File: src/rtl/avalon_mm_mult_responder.sv
// Avalon-MM responder for the multiply link: operand/result register file with
// 1-cycle registered reads, plus a sequential shift-add multiplier (SZ cycles per START).
module avalon_mm_mult_responder #(
  parameter int unsigned SZ  = 32,
  parameter int unsigned DSZ = 16,
  parameter int unsigned ASZ = 4
) (
  input  logic           clk,
  input  logic           _rst,
  input  logic [ASZ-1:0] addr,
  input  logic           read,
  input  logic           write,
  input  logic [DSZ-1:0] write_data,
  output logic [DSZ-1:0] read_data,
  output logic           read_valid,
  output logic           busy
);

  localparam int unsigned PSZ = 2 * SZ;
  localparam int unsigned CW  = $clog2(SZ + 1);

  if (SZ != 2 * DSZ) begin : g_size_chk
    $error("avalon_mm_mult_responder: SZ must equal 2*DSZ");
  end

  typedef enum logic [1:0] {
    IDLE = 2'd0,
    BUSY = 2'd1,
    DONE = 2'd2
  } state_e;

  state_e          state_q;
  logic [SZ-1:0]   a_q;
  logic [SZ-1:0]   b_q;
  logic [PSZ-1:0]  res_q;
  logic [PSZ-1:0]  acc_q;
  logic [PSZ-1:0]  mcand_q;
  logic [SZ-1:0]   mplier_q;
  logic [CW-1:0]   cnt_q;
  logic [DSZ-1:0]  read_data_q;
  logic            read_valid_q;
  logic            busy_q;

  logic [PSZ-1:0]  acc_d;
  logic [DSZ-1:0]  rd_word_c;

  assign read_data  = read_data_q;
  assign read_valid = read_valid_q;
  assign busy       = busy_q;

  // Partial-product add; the multiplicand register carries the <<(SZ-cnt) shift.
  always_comb begin
    acc_d = acc_q;
    if (mplier_q[0]) begin
      acc_d = acc_q + mcand_q;
    end
  end

  // Read-data mux; anything not mapped (including write-only CTRL) reads as zero.
  always_comb begin
    rd_word_c = '0;
    case (addr)
      ASZ'(4'h0): rd_word_c = a_q[DSZ-1:0];
      ASZ'(4'h1): rd_word_c = a_q[SZ-1:DSZ];
      ASZ'(4'h2): rd_word_c = b_q[DSZ-1:0];
      ASZ'(4'h3): rd_word_c = b_q[SZ-1:DSZ];
      ASZ'(4'h5): rd_word_c = DSZ'({(state_q == DONE), (state_q == BUSY)});
      ASZ'(4'h8): rd_word_c = res_q[0*DSZ +: DSZ];
      ASZ'(4'h9): rd_word_c = res_q[1*DSZ +: DSZ];
      ASZ'(4'hA): rd_word_c = res_q[2*DSZ +: DSZ];
      ASZ'(4'hB): rd_word_c = res_q[3*DSZ +: DSZ];
      default:    rd_word_c = '0;
    endcase
  end

  always_ff @(posedge clk or negedge _rst) begin
    if (!_rst) begin
      state_q      <= IDLE;
      a_q          <= '0;
      b_q          <= '0;
      res_q        <= '0;
      acc_q        <= '0;
      mcand_q      <= '0;
      mplier_q     <= '0;
      cnt_q        <= '0;
      read_data_q  <= '0;
      read_valid_q <= 1'b0;
      busy_q       <= 1'b0;
    end else begin
      // A read coinciding with a write is dropped; read_data holds otherwise.
      read_valid_q <= 1'b0;
      if (read && !write) begin
        read_data_q  <= rd_word_c;
        read_valid_q <= 1'b1;
      end

      case (state_q)
        IDLE, DONE: begin
          if (write) begin
            case (addr)
              ASZ'(4'h0): begin a_q[DSZ-1:0]  <= write_data; state_q <= IDLE; end
              ASZ'(4'h1): begin a_q[SZ-1:DSZ] <= write_data; state_q <= IDLE; end
              ASZ'(4'h2): begin b_q[DSZ-1:0]  <= write_data; state_q <= IDLE; end
              ASZ'(4'h3): begin b_q[SZ-1:DSZ] <= write_data; state_q <= IDLE; end
              ASZ'(4'h4): begin
                if (write_data[0]) begin
                  mcand_q  <= PSZ'(a_q);
                  mplier_q <= b_q;
                  acc_q    <= '0;
                  cnt_q    <= CW'(SZ);
                  state_q  <= BUSY;
                  busy_q   <= 1'b1;
                end
              end
              default: ;
            endcase
          end
        end

        BUSY: begin
          acc_q    <= acc_d;
          mcand_q  <= mcand_q << 1;
          mplier_q <= mplier_q >> 1;
          cnt_q    <= cnt_q - CW'(1);
          if (cnt_q == CW'(1)) begin
            res_q   <= acc_d;
            state_q <= DONE;
            busy_q  <= 1'b0;
          end
        end

        default: begin
          state_q <= IDLE;
          busy_q  <= 1'b0;
        end
      endcase
    end
  end

endmodule

File: config.mk
export PLATFORM = sky130hd
export DESIGN_NAME = avalon_mm_mult_responder
export DESIGN_NICKNAME = d
export VERILOG_FILES = /design/src/rtl/avalon_mm_mult_responder.sv
export SDC_FILE = /design/constraint.sdc
export NUM_CORES = 1
export LEC_CHECK = 0
export BUFFER_PORTS_ARGS = -buffer_cell sky130_fd_sc_hd__buf_2
export CAP_MARGIN = 10
export CORE_MARGIN = 4
export CORE_UTILIZATION = 35
export CTS_CLUSTER_DIAMETER = 80
export DETAILED_ROUTE_END_ITERATION = 10
export PLACE_DENSITY = 0.57
export SYNTH_ARGS = -nofsm -noshare
export SYNTH_HDL_FRONTEND = slang
export SYNTH_SLANG_ARGS = --single-unit
File: constraint.sdc
create_clock -name clk -period 10.45 [get_ports clk]
set_clock_uncertainty 0.15 [all_clocks]
set_input_delay 2.09 -clock clk [delete_from_list [all_inputs] [get_ports clk]]
set_output_delay 2.09 -clock clk [all_outputs]
set_load 0.01 [all_outputs]
* Word level (Yosys, flattened, before mapping)
Cells that the tools add are included.
** Word-level totals
- Bits of input ports :: 24
- Flip-flop bits (word level) :: 314
** Operators by class
- Muxes and demuxes :: 29
- Equal/unequal tests :: 18
- Add/subtract/negate cells :: 2
- Reductions and logical operators :: 15
** Operators by type and width (number)
- $mux 64 :: 7
- $pmux 64 s2 :: 2
- $pmux 16 s9 :: 1
- $mux 32 :: 3
- $add 64x64->64 :: 1
- $pmux 32 s2 :: 1
- $mux 6 :: 3
- $eq 4x4->1 const B :: 4
- $pmux 6 s2 :: 1
- $reduce_and 3->1 :: 4
- $reduce_and 4->1 :: 3
- $eq 4x2->1 const B :: 2
- $eq 4x3->1 const B :: 2
- $pmux 2 s2 :: 2
- $eq 6x1->1 const B :: 1
- $mux 2 :: 3
- $sub 6x1->6 const B :: 1
- $mux 1 :: 5
- $eq 4x1->1 const B :: 1
- $logic_not 4->1 :: 1
- $ne 2x1->1 const B :: 2
- $ne 2x2->1 const B :: 2
- $reduce_or 4->1 :: 1
- $ne 3x2->1 const B :: 1
- 10 further kinds :: 10

* Depth between registers and ports, before layout
Gate-level depths: netlist of run 1.
- Depth after elaboration :: 5
- Depth in mapped cells :: 14

* Least setup slack after synthesis of run 1
No wires, ideal clock.
- Path type :: input -> register
- Start :: in addr[1]
- End :: reg b_q[10]
- Path buffers :: 2
- Stages on the path :: 6
- Path slack :: 6292 ps
- Required time :: 10175 ps
- Data arrival time :: 3884 ps
- Cells stage by stage :: clkbuf_1 inv_1 nor4_1 nand2_1 clkbuf_1 mux2_2
** Between the ends
- Cells in the longest elaborated chain, start to end :: 2
** Ends and longest elaborated chain
- start, declared :: RTL line 10 : input logic [ASZ-1:0] addr,
- $eq 4x2->1 :: RTL line 100 : case (addr)
- $reduce_and 3->1 (no line)
- end signal, assigned :: RTL line 80 : b_q <= '0;
- end signal, assigned by index :: RTL line 103 : ASZ'(4'h2): begin b_q[DSZ-1:0] <= write_data; state_q <= IDLE; end
- end signal, assigned by index :: RTL line 104 : ASZ'(4'h3): begin b_q[SZ-1:DSZ] <= write_data; state_q <= IDLE; end
- end, declared :: RTL line 34 : logic [SZ-1:0] b_q;
No other way between the ends.
A chain may end at the register's enable or synchronous reset.

* Worst setup path after layout of run 1
- Start :: reg acc_q[0]
- End :: reg res_q[56]
** Between the ends
- Cells in the longest elaborated chain, start to end :: 2
** Ends and longest elaborated chain
- start, declared :: RTL line 36 : logic [PSZ-1:0] acc_q;
- start signal, assigned :: RTL line 82 : acc_q <= '0;
- start signal, assigned :: RTL line 109 : acc_q <= '0;
- start signal, assigned :: RTL line 121 : acc_q <= acc_d;
- $add 64x64->64 :: RTL line 55 : acc_d = acc_q + mcand_q;
- $mux 64 :: RTL line 54 : if (mplier_q[0]) begin
- end signal, assigned :: RTL line 81 : res_q <= '0;
- end signal, assigned :: RTL line 126 : res_q <= acc_d;
- end, declared :: RTL line 35 : logic [PSZ-1:0] res_q;
No other way between the ends.

==> results of run 1 <==
## Yosys cell counts (27+ instances only)
cell type	instances	share of area, %
mux2i_1	40	2.3
nand2_1	280	6.0
a21o_1	35	1.5
ha_1	65	4.6
o21ai_0	198	5.7
a31oi_1	41	1.5
nor2_1	154	3.3
o21a_1	27	1.2
xor2_1	30	1.5
mux2_2	78	5.0
a21oi_1	104	3.0
clkbuf_1	127	2.7
xnor2_1	35	1.7
nand3_1	84	2.4
dfrtp_1	314	45
o22ai_1	33	1.2
## worst paths after layout
path                               start           to  depth (start not counted)
worst min register to register      busy         busy                          1
max in group asynchronous           _rst  mcand_q[16]                          2
worst max register to register  acc_q[0]    res_q[56]                         14
worst max-delay path            acc_q[0]    res_q[56]                         14
worst min-delay path                busy         busy                          1
min in group asynchronous           _rst     cnt_q[4]                          1
## flip-flops by register name, summed over array words and instances (netlist names)
register    cells
a_q            32
acc_q          64
b_q            32
busy            1
cnt_q           6
mcand_q        64
mplier_q       32
read_data      16
read_valid      1
res_q          64
state_q         2
## cell type report
type,count,area [sq um],share of cell area (%)
tap,664,831,4.28
clock inverter,9,104,0.535
sequential,314,7860,40.5
clock buffer,54,1080,5.57
multi-input combinational,1461,9080,46.8
timing repair buffer,57,348,1.79
inverter,26,97.6,0.503
## critical path, cell delays in order, from the launching register on
cell	delay (ns)
dfrtp_1	0.38
ha_1	0.20
inv_1	0.07
fa_1	0.41
nor2b_1	0.17
o2111ai_1	0.22
a211oi_1	0.54
nor4_1	0.18
o21ai_0	0.61
a21oi_1	0.30
o31ai_1	0.61
a31oi_1	0.20
xor2_1	0.20
o21ai_0	0.10
mux2_2	0.30
## metrics by stage
stage / area [sq um] / setup slack [ns]
after floorplan: 17500 / 6.29
after global placement: 18200 / 5.37
after detailed placement: 18200 / 5.34
after CTS: 19400 / 5.80
after global routing: 19400 / 5.52
final: 19400 / 5.69
## kinds of logic after synthesis
family / share of synthesized area, %
AND/OR/NAND/NOR: 15.6
buffers and inverters: 3.53
multiplexers: 7.30
flip-flops: 44.8
AO/OA/AOI/OAI: 20.7
XOR/XNOR: 3.25
adder cells (fa/ha/maj): 4.75
## power by group through the flow
stage / clock (mW) / sequential (mW) / combinational, mW
floorplan: 0 / 1.91 / 2.62
global placement: 0 / 2.08 / 3.37
detailed placement: 0 / 2.08 / 3.42
CTS: 1.32 / 2.07 / 3.44
global route: 1.36 / 2.12 / 3.88
finish: 1.29 / 2.07 / 3.47
## routing by layer
| layer | global-route usage, % | part of all wire (%) | vias up |
|---|---|---|---|
| li1 | - | - | 6867 |
| met1 | 29.5 | 47 | 7223 |
| met2 | 31.3 | 44 | 478 |
| met3 | 3.23 | 6.1 | 98 |
| met4 | 6.26 | 3.1 | 2 |
| met5 | 0 | 0.024 | - |
==> flow_metrics.py, run 1 <==
metrics = {
    "status": {
        "status": "complete, no violations",
    },
    "logic_synthesis": {
        "ys.flop_type": "dfrtp_1",
        "syn-instance-count": 1940,
        "ys_ff_latch": 314,
        "synth_nets": 2030,
        "synthArstFlopShare_pct": 100,
        "synth-edff-count": 0,
        "synth_area_sq_um": 17500,
        "yosys_warnings": 0,
        "ys_types": 65,
        "syn-mean-instance-area_sq_um": 9.03,
        "yosysSeqAreaShare_pct": 44.8,
    },
    "drt": {
        "route.detailed.wl_per_inst_um": 21.2,
        "drc": 0,
        "first_iter_violations": 1344,
        "firstDrtPassIters": 6,
        "vias_per_cell": 5.67,
        "vias": 14668,
        "ant_nets": 0,
        "finalWirelength_um": 54900,
    },
    "finish": {
        "drive_above_1_share_pct": 11.0,
        "fin_cells": 2585,
        "fillers": 4958,
        "nets": 1987,
        "area_growth_syn_to_layout_pct": 10.7,
        "diodes": 0,
        "utilization_pct": 39.4,
        "layout_commonest_cell": "dfrtp_1",
        "final_cell_mix": "dfrtp_1 (313), nand2_1 (278), o21ai_0 (198), nor2_1 (154), a21oi_1 (104)",
    },
    "cts": {
        "post_cts_resized": 0,
        "cts.sinks": 314,
        "cts_buffer_depth": 3,
        "clk_pin_slew_ns": 0.06,
        "cts-root-buf": "clkbuf_16",
        "clk_latency_ns": 0.57,
        "hold_buffers": 0,
        "tritoncts": "built",
        "cts_buffers": 37,
        "post-cts-setup-buffers": 0,
        "cts.htree.levels": 2,
    },
    "power": {
        "swShare_pct": 45.6,
        "power.density_nw_per_um2": 352,
        "p_int_mw": 3.72,
        "power_mw": 6.83,
        "sequentialPowerShare_pct": 30.3,
        "max-vdd-ir-drop_mv": 0.147,
        "p_leak_nw": 8.70,
        "p_sw_mw": 3.11,
        "clockPowerShare_pct": 18.9,
        "comb_power_share_pct": 50.8,
    },
    "sta": {
        "fin_crit_sh_pct": 45.5,
        "period_minus_slack_ns": 4.76,
        "fin_setup_tns_ns": 0,
        "hold_violations": 0,
        "tightest_slew_ns": 1.14,
        "hold_slack_ns": 0.336,
        "rsz0062_at_grt": "false",
        "clock.fmax_mhz": 210,
        "slew_headroom_pct": 23.8,
        "setup_violations": 0,
        "maxSlewViolCount": 0,
    },
    "placed_design": {
        "gp_congestion": 0.916,
        "dp_cells": 2522,
        "detailed_place_hpwl_um": 38800,
        "portBuffers": 41,
    },
    "min_path": {
        "min_path_type": "reg2reg",
    },
    "job": {
        "maxCapViolations": 0,
    },
    "floorplanning": {
        "die_area_sq_um": 53700,
        "rows": 81,
        "core_sq_um": 49300,
        "dieWidth_um": 232,
        "start_util_pct": 35.6,
        "io_pins": 42,
        "die_h_um": 232,
    },
    "grt": {
        "antenna_found_initial": 1,
        "grt_pass1_vias": 13977,
        "grt_max_degree": 136,
        "grt.overflow.total": 0,
        "grtUsageTotal_pct": 20.3,
        "grt_pass1_wl_um": 86100,
    },
    "critical_path": {
        "end_kind": "register",
        "crit_required_ns": 10.75,
        "regToRegSetupSlack_ns": 5.69,
        "cp_max_fo": 4,
        "worstPathArrival_ns": 5.05,
        "crit_type": "reg2reg",
        "start_kind": "register",
    },
}
Note: power is estimated with default switching activity, not from simulation.
==> inputs of run 2 (changes only) <==
ABC_AREA = 1   (was default)
clock period = 4.8 ns   (was 10.45 ns; I/O delays follow)
==> run 2 against run 1 <==
Effect of this change: worst hold slack got worse by 0.094 ns; clock power increased to 2.5 times the previous value; maximum frequency increased by 49%; sequential share of layout area decreased by 4.4 points; utilization increased by 0.21 points; sequential power increased by 130%; clock-buffer cell count decreased by 3; flip-flop and latch count unchanged; largest power group unchanged; synthesized cell count increased by 45%; area after synthesis increased by 11%.
==> flow_metrics.py, run 2 <==
metrics = {
    "critical_path": {
        "cp_max_fo": 3,
        "crit_type": "reg2reg",
        "cp-startpoint": "mcand_q[0]",
        "start_kind": "register",
        "crit_required_ns": 5.09,
        "reg2reg_from": "mcand_q[0]",
        "worstPathArrival_ns": 3.49,
        "end_kind": "register",
    },
    "finish": {
        "fillers": 5843,
        "nets": 2911,
        "reg.largest.list": "acc_q: 64 flops, mcand_q: 64 flops, res_q: 64 flops",
        "fin_area_sq_um": 21800,
        "register_area_sq_um": 7860,
        "layout_commonest_cell": "nand2_1",
        "drive_above_1_share_pct": 6.77,
        "area_growth_syn_to_layout_pct": 12.1,
        "final_cell_mix": "nand2_1 (969), inv_1 (487), dfrtp_1 (313), nor2_1 (183), o21ai_0 (176)",
        "multiInputGateArea_sq_um": 9310,
        "diodes": 0,
        "fin_cells": 3599,
    },
    "logic_synthesis": {
        "syn-mean-instance-area_sq_um": 6.91,
        "synthArstFlopShare_pct": 100,
        "yosys_warnings": 0,
        "ys_ff_latch": 314,
        "ys.flop_type": "dfrtp_1",
        "synth_nets": 2900,
        "synth_commonest_cells": "nand2_1 (969), inv_1 (488), dfrtp_1 (314)",
        "yosysSeqAreaShare_pct": 40.5,
        "synth_area_leaders": "dfrtp_1 (40%), nand2_1 (19%), inv_1 (9.4%)",
        "synth_area_sq_um": 19400,
        "syn-instance-count": 2810,
        "post-synth-top-area-fraction_pct": 40.5,
        "yosysMostFrequentCell": "nand2_1",
        "yosys.area.top_type": "dfrtp_1",
        "synth-edff-count": 0,
        "ys_types": 41,
    },
    "sta": {
        "maxSlewViolCount": 0,
        "setup_violations": 0,
        "fin_crit_sh_pct": 66.5,
        "hold_violations": 0,
        "period_minus_slack_ns": 3.19,
        "tightest_slew_ns": 1.13,
        "slew_headroom_pct": 24.6,
        "fin_setup_tns_ns": 0,
        "rsz0062_at_grt": "false",
        "clock.fmax_mhz": 313,
    },
    "placed_design": {
        "detailed_place_hpwl_um": 54400,
        "placed_cell_area_sq_um": 20400,
        "portBuffers": 41,
        "dp_cells": 3527,
        "gp_congestion": 0.938,
    },
    "drt": {
        "routed.top_layer": "met4",
        "vias": 18170,
        "route.detailed.wl_per_inst_um": 19.8,
        "finalWirelength_um": 71400,
        "vias_per_cell": 5.05,
        "met3_length_um": 4510,
        "wl_met1_um": 33300,
        "met2_length_um": 31800,
        "drc": 0,
        "first_iter_violations": 1659,
        "firstDrtPassIters": 6,
        "ant_nets": 0,
    },
    "floorplanning": {
        "rows": 86,
        "start_util_pct": 35.3,
        "die_h_um": 244,
        "dieWidth_um": 244,
        "core_sq_um": 55000,
        "io_pins": 42,
        "die_area_sq_um": 59300,
    },
    "power": {
        "p_leak_nw": 11.6,
        "power.density_nw_per_um2": 679,
        "max-vdd-ir-drop_mv": 0.370,
    },
    "status": {
        "status": "complete, no violations",
    },
    "grt": {
        "grt_pass1_vias": 17387,
        "grt_pass1_wl_um": 109000,
        "antenna_found_initial": 0,
        "grt.overflow.total": 0,
        "grt_max_degree": 86,
        "grtUsageTotal_pct": 23.9,
    },
    "cts": {
        "hold_buffers": 0,
        "post_cts_resized": 0,
        "post-cts-setup-buffers": 0,
        "tritoncts": "built",
        "cts_buffers": 40,
        "clk_pin_slew_ns": 0.06,
        "cts-root-buf": "clkbuf_16",
        "cts.sinks": 314,
        "cts.htree.levels": 2,
        "cts_buffer_depth": 3,
        "clk_latency_ns": 0.59,
    },
    "min_path": {
        "min_path_type": "in2async",
    },
    "job": {
        "maxCapViolations": 0,
    },
}
run 2: cell types whose count changed after synthesis, sizes merged, moves of 41 or more:
cell,previous run,this run
mux2,78,15
inv,26,491
a21oi,105,60
o22ai,33,76
clkbuf,127,54
a31oi,41,0
nand3,84,174
nand2,280,971
run 2: worst paths after layout:
kind	to	slack, ns	depth (start not counted)
setup / recovery	res_q[44]	1.61	14
hold / removal	acc_q[8]	0.24	1
setup reg to reg	res_q[44]	1.61	14
hold reg to reg	res_q[20]	0.33	2
max in group asynchronous	res_q[45]	3.22	2
min in group clk	res_q[20]	0.33	2
run 2: final cells by class:
cell class	count	area share, %
Inverter	491	8.47
Multi-Input combinational cell	1914	42.8
Clock buffer	51	5.11
Sequential cell	314	36.1
Timing Repair Buffer	60	1.87
Clock inverter	21	1.38
Tap cell	748	4.30
run 2: cell families after synthesis:
kind of cell	count (synthesis)	synth area share [%]
adders and majority gates	66	4.29
DFF	314	40.5
xor gates and xnor gates	30	1.35
muxes	15	0.870
and+or+nand+nor	1400	29.1
buffers and inverters	582	11.7
AOI/OAI and AO/OA	403	12.2
run 2: routing by layer:
layer,vias up,global-route usage (%)
met2,568,37.7
li1,8886,-
met3,90,3.85
met1,8626,34.4
met4,0,5.84
met5,-,0
run 2: critical path: stages, from the launching register on:
cell	delay, ns
dfrtp_1	0.35
ha_1	0.25
inv_1	0.08
fa_1	0.50
nor2_1	0.16
or2_2	0.19
nand3_1	0.08
nand2_1	0.13
nand2_1	0.11
nand2_1	0.35
nand2_1	0.13
nand3_1	0.10
nand3_1	0.10
nand3_1	0.25
nand2_1	0.10
run 2: through the flow:
step	setup slack, ns	power, mW	utilization [%]	hold WS, ns
floorplan	2.45	9.11	-	0.299
global placement	1.30	11.4	37.0	0.316
detailed placement	1.27	11.5	37.0	0.322
CTS	1.65	14.8	39.6	0.309
global route	1.41	15.9	39.6	0.294
finish	1.61	14.8	39.6	0.242
run 2: report_power, final:
part           internal, mW  switching [mW]  leakage (nW)
combinational          2.18            4.64          6.88
clock                  1.93            1.30         0.690
sequential             3.72            1.01          4.01
total                  7.83            6.95          11.6
